==> config.mk <==
export PLATFORM = sky130hd
export DESIGN_NAME = mix_columns_flat
export DESIGN_NICKNAME = d
export VERILOG_FILES = /design/src/rtl/mix_columns_if.sv /design/src/rtl/mix_columns.sv /design/src/flat_wrapper.sv
export SDC_FILE = /design/constraint.sdc
export NUM_CORES = 1
export LEC_CHECK = 0
export ABC_AREA = 1
export CAP_MARGIN = 10
export CORE_ASPECT_RATIO = 0.6
export CORE_MARGIN = 5
export CORE_UTILIZATION = 40
export CTS_BUF_LIST = sky130_fd_sc_hd__clkbuf_8 sky130_fd_sc_hd__clkbuf_16
export DETAILED_ROUTE_END_ITERATION = 8
export PLACE_DENSITY_LB_ADDON = 0.15
export SYNTH_ARGS = -nofsm -noshare
export SYNTH_HDL_FRONTEND = slang
export SYNTH_SLANG_ARGS = --single-unit
==> constraint.sdc <==
create_clock -name clk -period 7.5 [get_ports clk]
set_input_delay 2.25 -clock clk [delete_from_list [all_inputs] [get_ports clk]]
set_output_delay 2.25 -clock clk [all_outputs]
set_load 0.005 [all_outputs]
==> src/rtl/mix_columns_if.sv <==
// State bus for the MixColumns stage: producer drives state_in/in_valid, the stage returns state_out/out_valid.
// With INV_MIX_COLUMNS_EN defined the bus also carries inv_mode alongside state_in.
interface mix_columns_if;
   logic [127:0] state_in;
   logic         in_valid;
   logic [127:0] state_out;
   logic         out_valid;
`ifdef INV_MIX_COLUMNS_EN
   logic         inv_mode;
`endif

   modport master (
      output state_in,
      output in_valid,
`ifdef INV_MIX_COLUMNS_EN
      output inv_mode,
`endif
      input  state_out,
      input  out_valid
   );

   modport slave (
      input  state_in,
      input  in_valid,
`ifdef INV_MIX_COLUMNS_EN
      input  inv_mode,
`endif
      output state_out,
      output out_valid
   );
endinterface

==> src/rtl/mix_columns.sv <==
// AES-128 MixColumns layer, four columns in parallel, one registered output stage.
// Define INV_MIX_COLUMNS_EN to add inv_mode and the InvMixColumns datapath.
module mix_columns (
   input logic          clk,
   input logic          rst,
   mix_columns_if.slave bus
);

   logic [127:0] stateOut_q, stateOut_d;
   logic         outValid_q, outValid_d;
   logic [127:0] result;

   function automatic logic [7:0] xtime(input logic [7:0] a);
      return {a[6:0], 1'b0} ^ (a[7] ? 8'h1B : 8'h00);
   endfunction

   function automatic logic [127:0] mixForward(input logic [127:0] s);
      logic [127:0] r;
      logic [7:0]   s0, s1, s2, s3;
      r = '0;
      for (int c = 0; c < 4; c++) begin
         s0 = s[8*(15-4*c) +: 8];
         s1 = s[8*(14-4*c) +: 8];
         s2 = s[8*(13-4*c) +: 8];
         s3 = s[8*(12-4*c) +: 8];
         r[8*(15-4*c) +: 8] = xtime(s0) ^ xtime(s1) ^ s1 ^ s2 ^ s3;
         r[8*(14-4*c) +: 8] = s0 ^ xtime(s1) ^ xtime(s2) ^ s2 ^ s3;
         r[8*(13-4*c) +: 8] = s0 ^ s1 ^ xtime(s2) ^ xtime(s3) ^ s3;
         r[8*(12-4*c) +: 8] = xtime(s0) ^ s0 ^ s1 ^ s2 ^ xtime(s3);
      end
      return r;
   endfunction

`ifdef INV_MIX_COLUMNS_EN
   // Each byte's x2/x4/x8 multiples are formed once and combined into 09/0B/0D/0E.
   function automatic logic [127:0] mixInverse(input logic [127:0] s);
      logic [127:0] r;
      logic [7:0]   x1 [4];
      logic [7:0]   x2 [4];
      logic [7:0]   x4 [4];
      logic [7:0]   x8 [4];
      logic [7:0]   m9 [4];
      logic [7:0]   mB [4];
      logic [7:0]   mD [4];
      logic [7:0]   mE [4];
      r = '0;
      for (int c = 0; c < 4; c++) begin
         for (int k = 0; k < 4; k++) begin
            x1[k] = s[8*(15-4*c-k) +: 8];
            x2[k] = xtime(x1[k]);
            x4[k] = xtime(x2[k]);
            x8[k] = xtime(x4[k]);
            m9[k] = x8[k] ^ x1[k];
            mB[k] = x8[k] ^ x2[k] ^ x1[k];
            mD[k] = x8[k] ^ x4[k] ^ x1[k];
            mE[k] = x8[k] ^ x4[k] ^ x2[k];
         end
         r[8*(15-4*c) +: 8] = mE[0] ^ mB[1] ^ mD[2] ^ m9[3];
         r[8*(14-4*c) +: 8] = m9[0] ^ mE[1] ^ mB[2] ^ mD[3];
         r[8*(13-4*c) +: 8] = mD[0] ^ m9[1] ^ mE[2] ^ mB[3];
         r[8*(12-4*c) +: 8] = mB[0] ^ mD[1] ^ m9[2] ^ mE[3];
      end
      return r;
   endfunction
`endif

   // The transform result is only captured when in_valid is set, so junk on an idle bus never reaches the register.
   always_comb begin
      result = mixForward(bus.state_in);
`ifdef INV_MIX_COLUMNS_EN
      if (bus.inv_mode) begin
         result = mixInverse(bus.state_in);
      end
`endif
      stateOut_d = stateOut_q;
      outValid_d = bus.in_valid;
      if (bus.in_valid) begin
         stateOut_d = result;
      end
   end

   always_ff @(posedge clk or posedge rst) begin
      if (rst) begin
         stateOut_q <= '0;
         outValid_q <= 1'b0;
      end else begin
         stateOut_q <= stateOut_d;
         outValid_q <= outValid_d;
      end
   end

   assign bus.state_out = stateOut_q;
   assign bus.out_valid = outValid_q;

endmodule

==> src/flat_wrapper.sv <==
// flat-port wrapper written by rule: the top's interface ports become plain ports
module mix_columns_flat 
  (clk, rst, bus_state_in, bus_in_valid, bus_state_out, bus_out_valid);
  mix_columns_if bus_i ();
  input logic clk;
  input logic rst;
  input wire logic [$bits(bus_i.state_in)-1:0] bus_state_in;
  input wire logic [$bits(bus_i.in_valid)-1:0] bus_in_valid;
  output wire logic [$bits(bus_i.state_out)-1:0] bus_state_out;
  output wire logic [$bits(bus_i.out_valid)-1:0] bus_out_valid;
  assign bus_i.state_in = bus_state_in;
  assign bus_i.in_valid = bus_in_valid;
  assign bus_state_out = bus_i.state_out;
  assign bus_out_valid = bus_i.out_valid;
  mix_columns u_core (.clk(clk), .rst(rst), .bus(bus_i));
endmodule
* After elaboration in Yosys (flattened, before gate mapping)
Index checks and enable logic that the tools add are counted.
** Cells by class
- Add/subtract/negate cells :: 0
- $mul :: 0
- Divide/modulo/power cells :: 0
- Order comparisons :: 0
- Equality and inequality tests :: 0
- Shift operators :: 0
- Muxes and demuxes :: 16
- Bitwise gates (word level) :: 80
- Reductions and logical operators :: 0
** Operators by type and width (count)
- XOR 8 bit :: 79
- 2-to-1 mux 5 bit :: 16
- XOR 8 x 5 -> 8 bit :: 1
** Storage, ports and cells
- Bits in registers :: 129
- Latch bits :: 0
- RAM bits :: 0
- Bits in read-only memories :: 0
- Input bits :: 131
- Output and inout bits :: 129
- Word-level logic and storage cells :: 98
- Memories :: 0

* Depth between registers and ports, before layout
Gate-level depths: netlist of run 1.
- Depth after elaboration :: 6
- Mapped depth :: 10
- Gate-level depth less buffers :: 9

* Worst setup path before layout of run 1
Ideal clock, no wire load.
- Path kind :: input to register
- Start point :: input port bus_state_in[84]
- End point :: register u_core.stateOut_q[68], in the netlist u_core.bus.state_out[68]
- Library setup time :: 0.117 ns
- Arrival :: 2.888 ns
- Data required time :: 7.383 ns
- Path slack :: 4.495 ns
- Stages :: 9
- Path buffers :: 1
- Path through :: buf_2 > nor2_1 > inv_1 > nand2_1 > nand2_1 > nand2_1 > nand2_1 > nand3_1 > nand2_1
** Between the ends
- Word-level cells in the longest chain between the ends :: 3
** RTL lines
- from (decl) :: line flat_wrapper.sv:7 : input wire logic [$bits(bus_i.state_in)-1:0] bus_state_in;
- XOR 8 bit (3 in a row) :: line mix_columns.sv:29 : r[8*(12-4*c) +: 8] = xtime(s0) ^ s0 ^ s1 ^ s2 ^ xtime(s3);
- to (signal assigned) :: line mix_columns.sv:87 : stateOut_q <= stateOut_d;
- to (decl) :: line mix_columns.sv:9 : logic [127:0] stateOut_q, stateOut_d;
Every way passes these cells.
A chain may end at the register's enable or synchronous reset.

==> results of run 1 <==
## routing by layer
metal | up-vias | share of wire [%] | GRT usage (%)
met5 | - | 0.024 | 0
met1 | 6613 | 50 | 33.4
met2 | 394 | 43 | 36.2
met4 | 2 | 1.2 | 5.42
li1 | 7535 | - | -
met3 | 27 | 5.7 | 4.56
## cell usage after synthesis (4+ instances only)
cell type and count:
inv_4 8, buf_6 15, xnor2_1 8, or2_1 4
nand3b_1 21, inv_1 112, nand3_1 307, inv_2 55
buf_4 11, nand2_1 1508, buf_2 38, dfrtp_1 129
xor2_1 26, nand2_2 16, nor2_1 38
## tightest hold or removal path: cells and delay by family, from the launching register on
kind / cells / cell delay [ns]
DFF: 1 / 0.34
and+or+nand+nor: 2 / 0.10
## layout make-up
cell class	instances	area share (%)
multi-input combinational	1934	50.8
sequential	129	20.6
timing repair buffer	262	16.7
inverter	177	4.45
tap	408	3.26
clock buffer	21	3.07
clock inverter	11	1.17
antenna	1	0.0160
## path summary, 6_finish.rpt
check / startpoint / end / slack, ns / cells past startpoint
setup reg to reg: u_core.bus.state_out[22]$_DFFE_PP0P_ / u_core.bus.state_out[22]$_DFFE_PP0P_ / 6.80 / 2
setup / recovery: bus_in_valid / u_core.bus.state_out[94]$_DFFE_PP0P_ / 3.60 / 5
min in group asynchronous: rst / u_core.bus.state_out[126]$_DFFE_PP0P_ / 2.38 / 2
max in group asynchronous: rst / u_core.bus.state_out[33]$_DFFE_PP0P_ / 3.96 / 3
hold / removal: u_core.bus.state_out[33]$_DFFE_PP0P_ / u_core.bus.state_out[33]$_DFFE_PP0P_ / 0.48 / 2
hold reg to reg: u_core.bus.state_out[33]$_DFFE_PP0P_ / u_core.bus.state_out[33]$_DFFE_PP0P_ / 0.48 / 2
## where the power goes
part           switching, mW  internal, mW
clock                  0.351         0.623
sequential            0.0623         0.797
combinational          0.526         0.424
## kinds of logic after synthesis
family,share of synthesized area (%)
AO/OA/AOI/OAI,0.162
XOR/XNOR,2.42
buffers and inverters,9.21
flip-flops,26.2
AND/OR/NAND/NOR,62.0
## flip-flops by register name, summed over array words and instances, names as in the netlist
name,count
u_core.bus.state_out,128
u_core.bus.out_valid,1
## through the flow
stage / std cells / cell area [µm²] / util [%] / hold WS, ns / setup slack, ns
final: 2943 / 15700 / 51.9 / 0.476 / 3.60
after global routing: 2943 / 15700 / 51.9 / 0.501 / 3.40
after CTS: 2942 / 15700 / 51.9 / 0.482 / 3.61
after detailed placement: 2910 / 15000 / 49.7 / 0.464 / 3.14
after global placement: 2910 / 15000 / 49.7 / 0.464 / 3.20
after floorplan: 2305 / 12300 / - / 0.473 / 1.81
==> flow_metrics.tcl, run 1 <==
set metrics [dict create \
    status "finished clean" \
    max_slew_margin_pct 41.5 \
    vias 14600 \
    cts_htree_levels 4 \
    synthCells 2305 \
    setup.worst_path.end_class "register" \
    antenna_found_initial 2 \
    dieArea_um2 34500 \
    vias_per_cell 4.95 \
    cts_hold_buf 0 \
    first_pass_iters 7 \
    numCtsBuffers 17 \
    maxSlewViolCount 0 \
    worstPathArrival_ns 4.28 \
    wire_per_inst_um 14.0 \
    fin_setup_tns_ns 0 \
    cap_violations 0 \
    cts-root-buf "clkbuf_16" \
    path_class "in2reg" \
    post_cts_buffers 0 \
    n_fill_cell 3197 \
    drc 0 \
    timing.fmax_ghz 0.256 \
    rsz0062_at_grt "no" \
    synth-async-reset-ratio_pct 100 \
    rows 49 \
    critPathMaxFanout 68 \
    fin_nets 2652 \
    routed_wirelength_mm 41.1 \
    synth_area_um2 12300 \
    first_iter_violations 1073 \
    worst_slew_pin_slew_ns 0.878 \
    synth_area_per_cell_um2 5.34 \
    period_share_pct 52.1 \
    hold_class "reg2reg" \
    worst_clock_skew_ns 0 \
    ant_nets 0 \
    crit_chain "buf_4 -> inv_4 -> buf_4 -> nand2_1 -> nand2_1" \
    yosysTopAreaCell "nand2_1" \
    p_per_area_nw_per_um2 178 \
    grt_pass1_vias 13500 \
    die_y_um 146 \
    synth_seq_area_share_pct 26.2 \
    synth_edf_count 0 \
    synth.top_cell.area_share_pct 46.0 \
    grt-ovfl-total 0 \
    multi_input_area_um2 7950 \
    ys_warn_count 0 \
    cts_resized 0 \
    final_common_cell "nand2_1" \
    grt_first_pass_wirelength_mm 66.8 \
    cts_tree "built" \
    syn-num-nets 2436 \
    cts.clk_slew.worst_paths_ns 0.06 \
    gp_congestion 0.868 \
    clock_path_buffers 2 \
    ir_worst_vdd_uv 109 \
    synth_area_leaders "nand2_1 (46%), dfrtp_1 (26%), nand3_1 (12%)" \
    cts_sinks 129 \
    place_hpwl_mm 31.2 \
    path_delay_family "buffers and inverters" \
    start_util_pct 40.8 \
    hold_violations 0 \
    design.core.area_um2 30200 \
    die_w_um 237 \
    p_leak_nw 9.08 \
    ys_ff_latch 129 \
    grt_max_degree 87 \
    drive_above_1_share_pct 4.66 \
    ys_dominant_reg_cell "dfrtp_1" \
    path_buf_inv 3 \
    grt_usage_pct 23.2 \
    worst_ep_required_time_ns 7.88 \
    io_pins 260 \
    port_buffers 259 \
    seq_area_um2 3230 \
    period_minus_slack_ns 3.90 \
    crit_path_start_kind "input port" \
    slowest_delay_ns 0.73 \
    yosysUniqueCellTypes 21 \
    finalSetupViolCount 0 \
    clk_latency_ns 0.44 \
    crit_path_top_delay_cell "buf_4" \
    final_cell_mix "nand2_1 (1508), nand3_1 (307), clkdlybuf4s50_1 (258)" \
    p_total_mw 2.78 \
    synthToLayoutAreaGrowth_pct 27.2 \
]
No activity file was read; power rests on OpenSTA's default activity.
==> run 2, diff against run 1 <==
- clock period: 7.5 -> 4 ns (I/O delays scaled with it)
==> run 2 against run 1 <==
Clock power rose by 65%. Clock-buffer cell count fell by 1. Total power rose by 80%. Non-clock buffer count up 7. Final cell count grew 0.24%. Flip-flop and latch count unchanged. Cell area about the same. Worst setup slack worse by 2.2 ns. Critical endpoint is now bus_state_out[81].
==> flow_metrics.tcl, run 2 (synthesized netlist as in run 1, its figures left out) <==
set metrics [dict create \
    status "finished clean" \
    clock_path_buffers 2 \
    largest_reg_flops 128 \
    setup_ws_ns 1.43 \
    vias_per_cell 4.96 \
    period_share_pct 64.3 \
    cts.clk_slew.worst_paths_ns 0.07 \
    seq_area_um2 3230 \
    vias 14600 \
    rsz0062_at_grt "no" \
    critPathMaxFanout 2 \
    cts-root-buf "clkbuf_16" \
    cap_violations 0 \
    worst_ep_required_time_ns 2.80 \
    hold_violations 0 \
    path_buf_inv 1 \
    grt-ovfl-total 0 \
    n_fill_cell 3127 \
    placed_cells 2917 \
    finalNonFillerCells 2950 \
    timing.fmax_ghz 0.389 \
    dieArea_um2 34500 \
    numCtsBuffers 17 \
    finalSetupViolCount 0 \
    cts_sinks 129 \
    gp_congestion 0.932 \
    grt_pass1_vias 13300 \
    cts_htree_levels 4 \
    drc 0 \
    multi_input_area_um2 7950 \
    port_buffers 259 \
    rows 49 \
    worst_slew_pin_slew_ns 0.815 \
    synthToLayoutAreaGrowth_pct 27.3 \
    p_total_mw 5.02 \
    cts_resized 0 \
    grt_usage_pct 23.5 \
    clk_latency_ns 0.44 \
    fin_nets 2659 \
    pre_cts_slack_ns 1.07 \
    post_cts_buffers 0 \
    antenna_found_initial 2 \
    period_minus_slack_ns 2.57 \
    hold_class "reg2reg" \
    crit_path_start_kind "register" \
    grt_max_degree 66 \
    routed_wirelength_mm 41.3 \
    setup.worst_path.end_class "output pin" \
    place_hpwl_mm 31.7 \
    holdWs_ns 0.476 \
    design.core.area_um2 30200 \
    worst_clock_skew_ns 0 \
    fin_setup_tns_ns 0 \
    max_slew_margin_pct 45.7 \
    drive_above_1_share_pct 4.88 \
    die_w_um 237 \
    rrSetupSlack_ns 3.33 \
    cts_tree "built" \
    worstPathArrival_ns 1.37 \
    ant_nets 0 \
    path_delay_family "buffers and inverters" \
    first_iter_violations 1110 \
    maxSlewViolCount 0 \
    crit_chain "clkdlybuf4s50_1" \
    p_leak_nw 9.09 \
    final_common_cell "nand2_1" \
    first_pass_iters 5 \
    cts_hold_buf 0 \
    grt_first_pass_wirelength_mm 67.7 \
    die_y_um 146 \
    path_class "reg2out" \
    crit_path_top_delay_cell "clkdlybuf4s50_1" \
    io_pins 260 \
    ir_worst_vdd_uv 237 \
    wire_per_inst_um 14.0 \
    final_cell_mix "nand2_1 (1508), nand3_1 (307), clkdlybuf4s50_1 (258)" \
    start_util_pct 40.8 \
    p_per_area_nw_per_um2 320 \
    slowest_delay_ns 0.55 \
]
==> run 2: cell count changes in the layout (fill, tap and decap cells not counted), sizes merged <==
cell	before	now
clkinv	4	5
clkbuf	21	20
clkinvlp	1	4
buf	4	11
bufinv	5	2
==> run 2: power by group <==
| group | internal [mW] | switching (mW) |
|---|---|---|
| registers | 1.49 | 0.113 |
| clock network | 0.957 | 0.652 |
| logic | 0.803 | 0.996 |
| total | 3.26 | 1.76 |
==> run 2: final cells by class <==
class	instances	area share, %
multi-input cells	1934	50.7
flip-flops and latches	129	20.6
repair buffers	269	17.2
inverters	177	4.44
well taps	408	3.26
clock buffers	20	2.98
clock inverters	12	0.750
diodes	1	0.0160
==> run 2: path summary, 6_finish.rpt <==
| path | start | end | depth (start not counted) |
|---|---|---|---|
| min reg2reg | u_core.bus.state_out[24]$_DFFE_PP0P_ | u_core.bus.state_out[24]$_DFFE_PP0P_ | 2 |
| max | u_core.bus.state_out[81]$_DFFE_PP0P_ | bus_state_out[81] | 1 |
| max reg2reg | u_core.bus.state_out[4]$_DFFE_PP0P_ | u_core.bus.state_out[4]$_DFFE_PP0P_ | 2 |
| max in group asynchronous | rst | u_core.bus.state_out[58]$_DFFE_PP0P_ | 3 |
| min in group asynchronous | rst | u_core.bus.state_out[39]$_DFFE_PP0P_ | 2 |
| min | u_core.bus.state_out[24]$_DFFE_PP0P_ | u_core.bus.state_out[24]$_DFFE_PP0P_ | 2 |
==> run 2: per-layer routing <==
metal,GRT usage (%),wire [µm],share of wire (%)
met5,0,13,0.031
met3,4.26,2970,7.2
met4,5.91,649,1.6
met1,34.6,20200,49
met2,35.6,17500,42
==> run 2: through the flow <==
stage                     utilization, %  instance area, µm²
after floorplan                        -               12300
after global placement              50.0               15100
after detailed placement            50.0               15100
after CTS                           52.0               15700
after global routing                52.0               15700
final                               52.0               15700
==> run 3, diff against run 2 <==
- clock period: 4 -> 2.6 ns (I/O delays scaled with it)
==> run 3 against run 2 <==
Clock power grew 68%. Wire length grew 0.50%. Clock skew is the same. Non-clock buffer count grew 6. Die area is the same. Register-to-register slack lost 1.4 ns. Sequential power grew 53%.
==> flow_metrics.tcl, run 3 (synthesized netlist as in run 1, its figures left out) <==
set metrics [dict create \
    path_buf_inv 1 \
    grt_first_pass_wirelength_mm 67.0 \
    io_pins 260 \
    final_common_cell "nand2_1" \
    rows 49 \
    path_class "reg2out" \
    finalSetupViolCount 0 \
    status "finished clean" \
    hold_depth 2 \
    period_share_pct 82.9 \
    place_hpwl_mm 31.7 \
    worst_ep_required_time_ns 1.82 \
    setup_ws_ns 0.446 \
    grt_pass1_vias 13100 \
    rsz0062_at_grt "no" \
    drive_above_1_share_pct 5.18 \
    largest_reg_flops 128 \
    pre_cts_slack_ns 0.129 \
    cp.depth 1 \
    post_cts_buffers 0 \
    slowest_delay_ns 0.59 \
    ir_worst_vdd_uv 381 \
    worst_clock_skew_ns 0 \
    wire_per_inst_um 14.0 \
    cts_resized 0 \
    routed_wirelength_mm 41.5 \
    period_minus_slack_ns 2.15 \
    worst_slew_pin_slew_ns 0.803 \
    design.core.area_um2 30200 \
    reg2reg_to "u_core.bus.state_out[29]$_DFFE_PP0P_" \
    holdPathEnd "u_core.bus.state_out[25]$_DFFE_PP0P_" \
    finalNonFillerCells 2956 \
    final_cell_mix "nand2_1 (1508), nand3_1 (307), clkdlybuf4s50_1 (258)" \
    numCtsBuffers 17 \
    vias_per_cell 4.95 \
    fin_nets 2665 \
    die_y_um 146 \
    path_delay_family "buffers and inverters" \
    critPathMaxFanout 2 \
    setup.worst_path.end_class "output pin" \
    vias 14600 \
    grt_max_degree 69 \
    p_total_mw 7.95 \
    max_slew_margin_pct 46.5 \
    cts_sinks 129 \
    ant_nets 0 \
    timing.fmax_ghz 0.464 \
    cts-root-buf "clkbuf_16" \
    crit_chain "clkdlybuf4s50_1" \
    fin_setup_tns_ns 0 \
    first_iter_violations 1238 \
    first_pass_iters 8 \
    n_fill_cell 3061 \
    gp_congestion 0.896 \
    dieArea_um2 34500 \
    reg2reg_from "u_core.bus.state_out[29]$_DFFE_PP0P_" \
    die_w_um 237 \
    p_per_area_nw_per_um2 503 \
    clk_latency_ns 0.43 \
    worstPathArrival_ns 1.37 \
    drc 0 \
    crit_path_start_kind "register" \
    cap_violations 0 \
    grt-ovfl-total 0 \
    synthToLayoutAreaGrowth_pct 28.4 \
    clock_path_buffers 2 \
    hp-start "u_core.bus.state_out[25]$_DFFE_PP0P_" \
    cts.clk_slew.worst_paths_ns 0.06 \
    cts_htree_levels 4 \
    start_util_pct 40.8 \
    maxSlewViolCount 0 \
    grt_usage_pct 23.3 \
    p_leak_nw 9.14 \
    holdWs_ns 0.476 \
    hold_class "reg2reg" \
    rrSetupSlack_ns 1.94 \
    antenna_found_initial 3 \
    hold_violations 0 \
    crit_path_top_delay_cell "clkdlybuf4s50_1" \
    cts_tree "built" \
    port_buffers 259 \
    cts_hold_buf 0 \
    placed_cells 2923 \
    rr_worst_depth 2 \
]
-- run 3: cell types whose count changed in the layout (fill, tap and decap cells not counted), sizes merged --
| cell | delta |
|---|---|
| bufinv | +2 |
| clkinv | -1 |
| clkbuf | -1 |
| inv | -1 |
| buf | +6 |
| clkinvlp | +1 |
-- run 3: worst max-delay path by stage --
stage | startpoint | end | slack [ns]
global route | u_core.bus.state_out[6]$_DFFE_PP0P_ | bus_state_out[6] | 0.38
CTS | u_core.bus.state_out[80]$_DFFE_PP0P_ | bus_state_out[80] | 0.41
global placement | bus_state_in[111] | u_core.bus.state_out[113]$_DFFE_PP0P_ | 0.15
detailed placement | bus_state_in[111] | u_core.bus.state_out[113]$_DFFE_PP0P_ | 0.13
finish | u_core.bus.state_out[22]$_DFFE_PP0P_ | bus_state_out[22] | 0.45
floorplan | rst | u_core.bus.out_valid$_DFF_PP0_ | 0.22
-- run 3: per-stage QoR --
stage	util [%]	area (µm²)
global route	52.4	15800
global placement	50.3	15200
CTS	52.4	15800
finish	52.4	15800
floorplan	-	12300
detailed placement	50.3	15200
-- run 3: layout make-up --
cell class,count,area (µm²),area share [%]
sequential,129,3230,20.4
antenna,1,2.50,0.0158
inverter,177,696,4.40
tap,408,510,3.23
timing repair buffer,275,2790,17.6
multi-input combinational,1934,7950,50.3
clock inverter,13,185,1.17
clock buffer,19,453,2.86
-- run 3: layer usage --
metal  GRT usage (%)  routed length, µm  up-vias
met3            4.91               2830       34
met1            34.0              20400     6580
met5               0                 38        -
met2            35.6              17700      473
li1                -                  -     7544
met4            4.79                530        4
-- run 3: report_power, final --
part / leakage, nW / switching (mW) / total [mW] / internal [mW]
Sequential: 1.54 / 0.168 / 2.47 / 2.30
Combinational: 7.30 / 1.54 / 2.78 / 1.25
Clock: 0.303 / 1.04 / 2.70 / 1.66
==> RTL edit: new RTL, settings of run 2 <==
Reset style: synchronous (`rst`), changed in one clocked block.
--- a/src/rtl/mix_columns.sv
+++ b/src/rtl/mix_columns.sv
@@ -79,7 +79,7 @@
       end
    end
 
-   always_ff @(posedge clk or posedge rst) begin
+   always_ff @(posedge clk) begin
       if (rst) begin
          stateOut_q <= '0;
          outValid_q <= 1'b0;
Check against the original RTL: differs if rst is asserted again (counterexample within 4 cycles, from zero or initial values and one cycle with rst high); with rst held inactive, the same outputs for 10 cycles.
==> RTL edit against run 2 <==
Total power shrank 2.1%. Final area grew 0.18%. Count of clock-buffer cells in the layout shrank 2. Routed wire length grew 2.4%. Area after synthesis grew 0.22%. Sequential cell count is the same. Worst setup slack lost 0.067 ns. Critical path depth is the same.
==> RTL edit: results <==
run_status:
  status: "complete, no violations"
route:
  vias: 15087
  via_per_inst: 4.83
  wl_per_cell_um: 13.5
  drt-initial-drc-count: 1193
grt:
  grt_pass1_wl_mm: 68.3
  grt_usage_pct: 23.8
  grt_max_degree: 116
  antenna_found_initial: 4
  grt_pass1_vias: 13265
synthesis:
  synth.area.top_cells: "nand2_1 40%, dfxtp_1 21%, nand3_1 9.7%"
  seq_area_frac_synth_pct: 20.9
  synthArstFlopShare_pct: 0
  syn_nets: 2627
  synth.distinct_cells: 23
finish:
  final.fill_count: 3199
  nNetsFinal: 2834
  drive_gt1_share_pct: 3.68
worst_setup_path:
  cp.arrival_ns: 1.44
  ff2ff_setup_slack_ns: 3.21
pwr:
  irDropWorstVdd_mv: 0.275
  leakage_nw: 9.28
placement:
  dp_hpwl_mm: 33.2
  place_congestion: 0.952
  place_inst: 3092
timing:
  worst_pin_slew_ns: 0.774
cts:
  cts_resized: 0
-- RTL edit: cell count changes after synthesis, sizes merged, moves of 56 or more --
cell          run 2  this run
nor2             40       295
nand2          1524      1325
dfrtp           129         0
dfxtp             0       129
inv             176       302
nand3           307       240
o21ai             4        60
-- RTL edit: power breakdown --
group | leakage (nW) | internal [mW] | switching (mW)
sequential | 1.07 | 1.40 | 0.0630
combinational | 7.89 | 0.663 | 0.941
clock | 0.324 | 1.18 | 0.664
total | 9.28 | 3.24 | 1.67
-- RTL edit: area by class of cell --
class                   count  area [um^2]  area share, %
diodes                      2         5.00         0.0319
multi-input cells        1987         8090           51.5
flip-flops and latches    129         2580           16.4
repair buffers            266         2670           17.0
inverters                 302         1170           7.44
clock inverters            14          238           1.51
clock buffers              18          439           2.80
well taps                 408          510           3.25
-- RTL edit: through the flow --
step / hold WS [ns] / util [%]
6_report: 0.516 / 52.1
5_1_grt: 0.552 / 52.1
4_1_cts: 0.517 / 52.0
3_5_place_dp: 0.501 / 49.8
3_3_place_gp: 0.493 / 49.8
2_1_floorplan: 0.496 / -
-- RTL edit: path summary, 6_finish.rpt --
kind / startpoint / endpoint / cells after the start
worst max-delay path: u_core.bus.state_out[88] / bus_state_out[88] / 1
worst min-delay path: u_core.bus.state_out[91] / u_core.bus.state_out[91] / 2
worst max register to register: u_core.bus.state_out[88] / u_core.bus.state_out[88] / 4
worst min register to register: u_core.bus.state_out[91] / u_core.bus.state_out[91] / 2
-- RTL edit: per-layer routing --
metal	wire (um)	share of wire (%)	track usage, %
met2	17500	41	35.4
met5	23	0.054	0
met4	640	1.5	5.77
met1	20800	49	35.2
met3	3330	7.9	4.86
-- RTL edit: logic make-up after synthesis --
group,synth area share (%)
AOI/OAI and AO/OA,3.59
xor gates and xnor gates,2.27
buffers and inverters,13.5
DFF,20.9
and+or+nand+nor,59.7
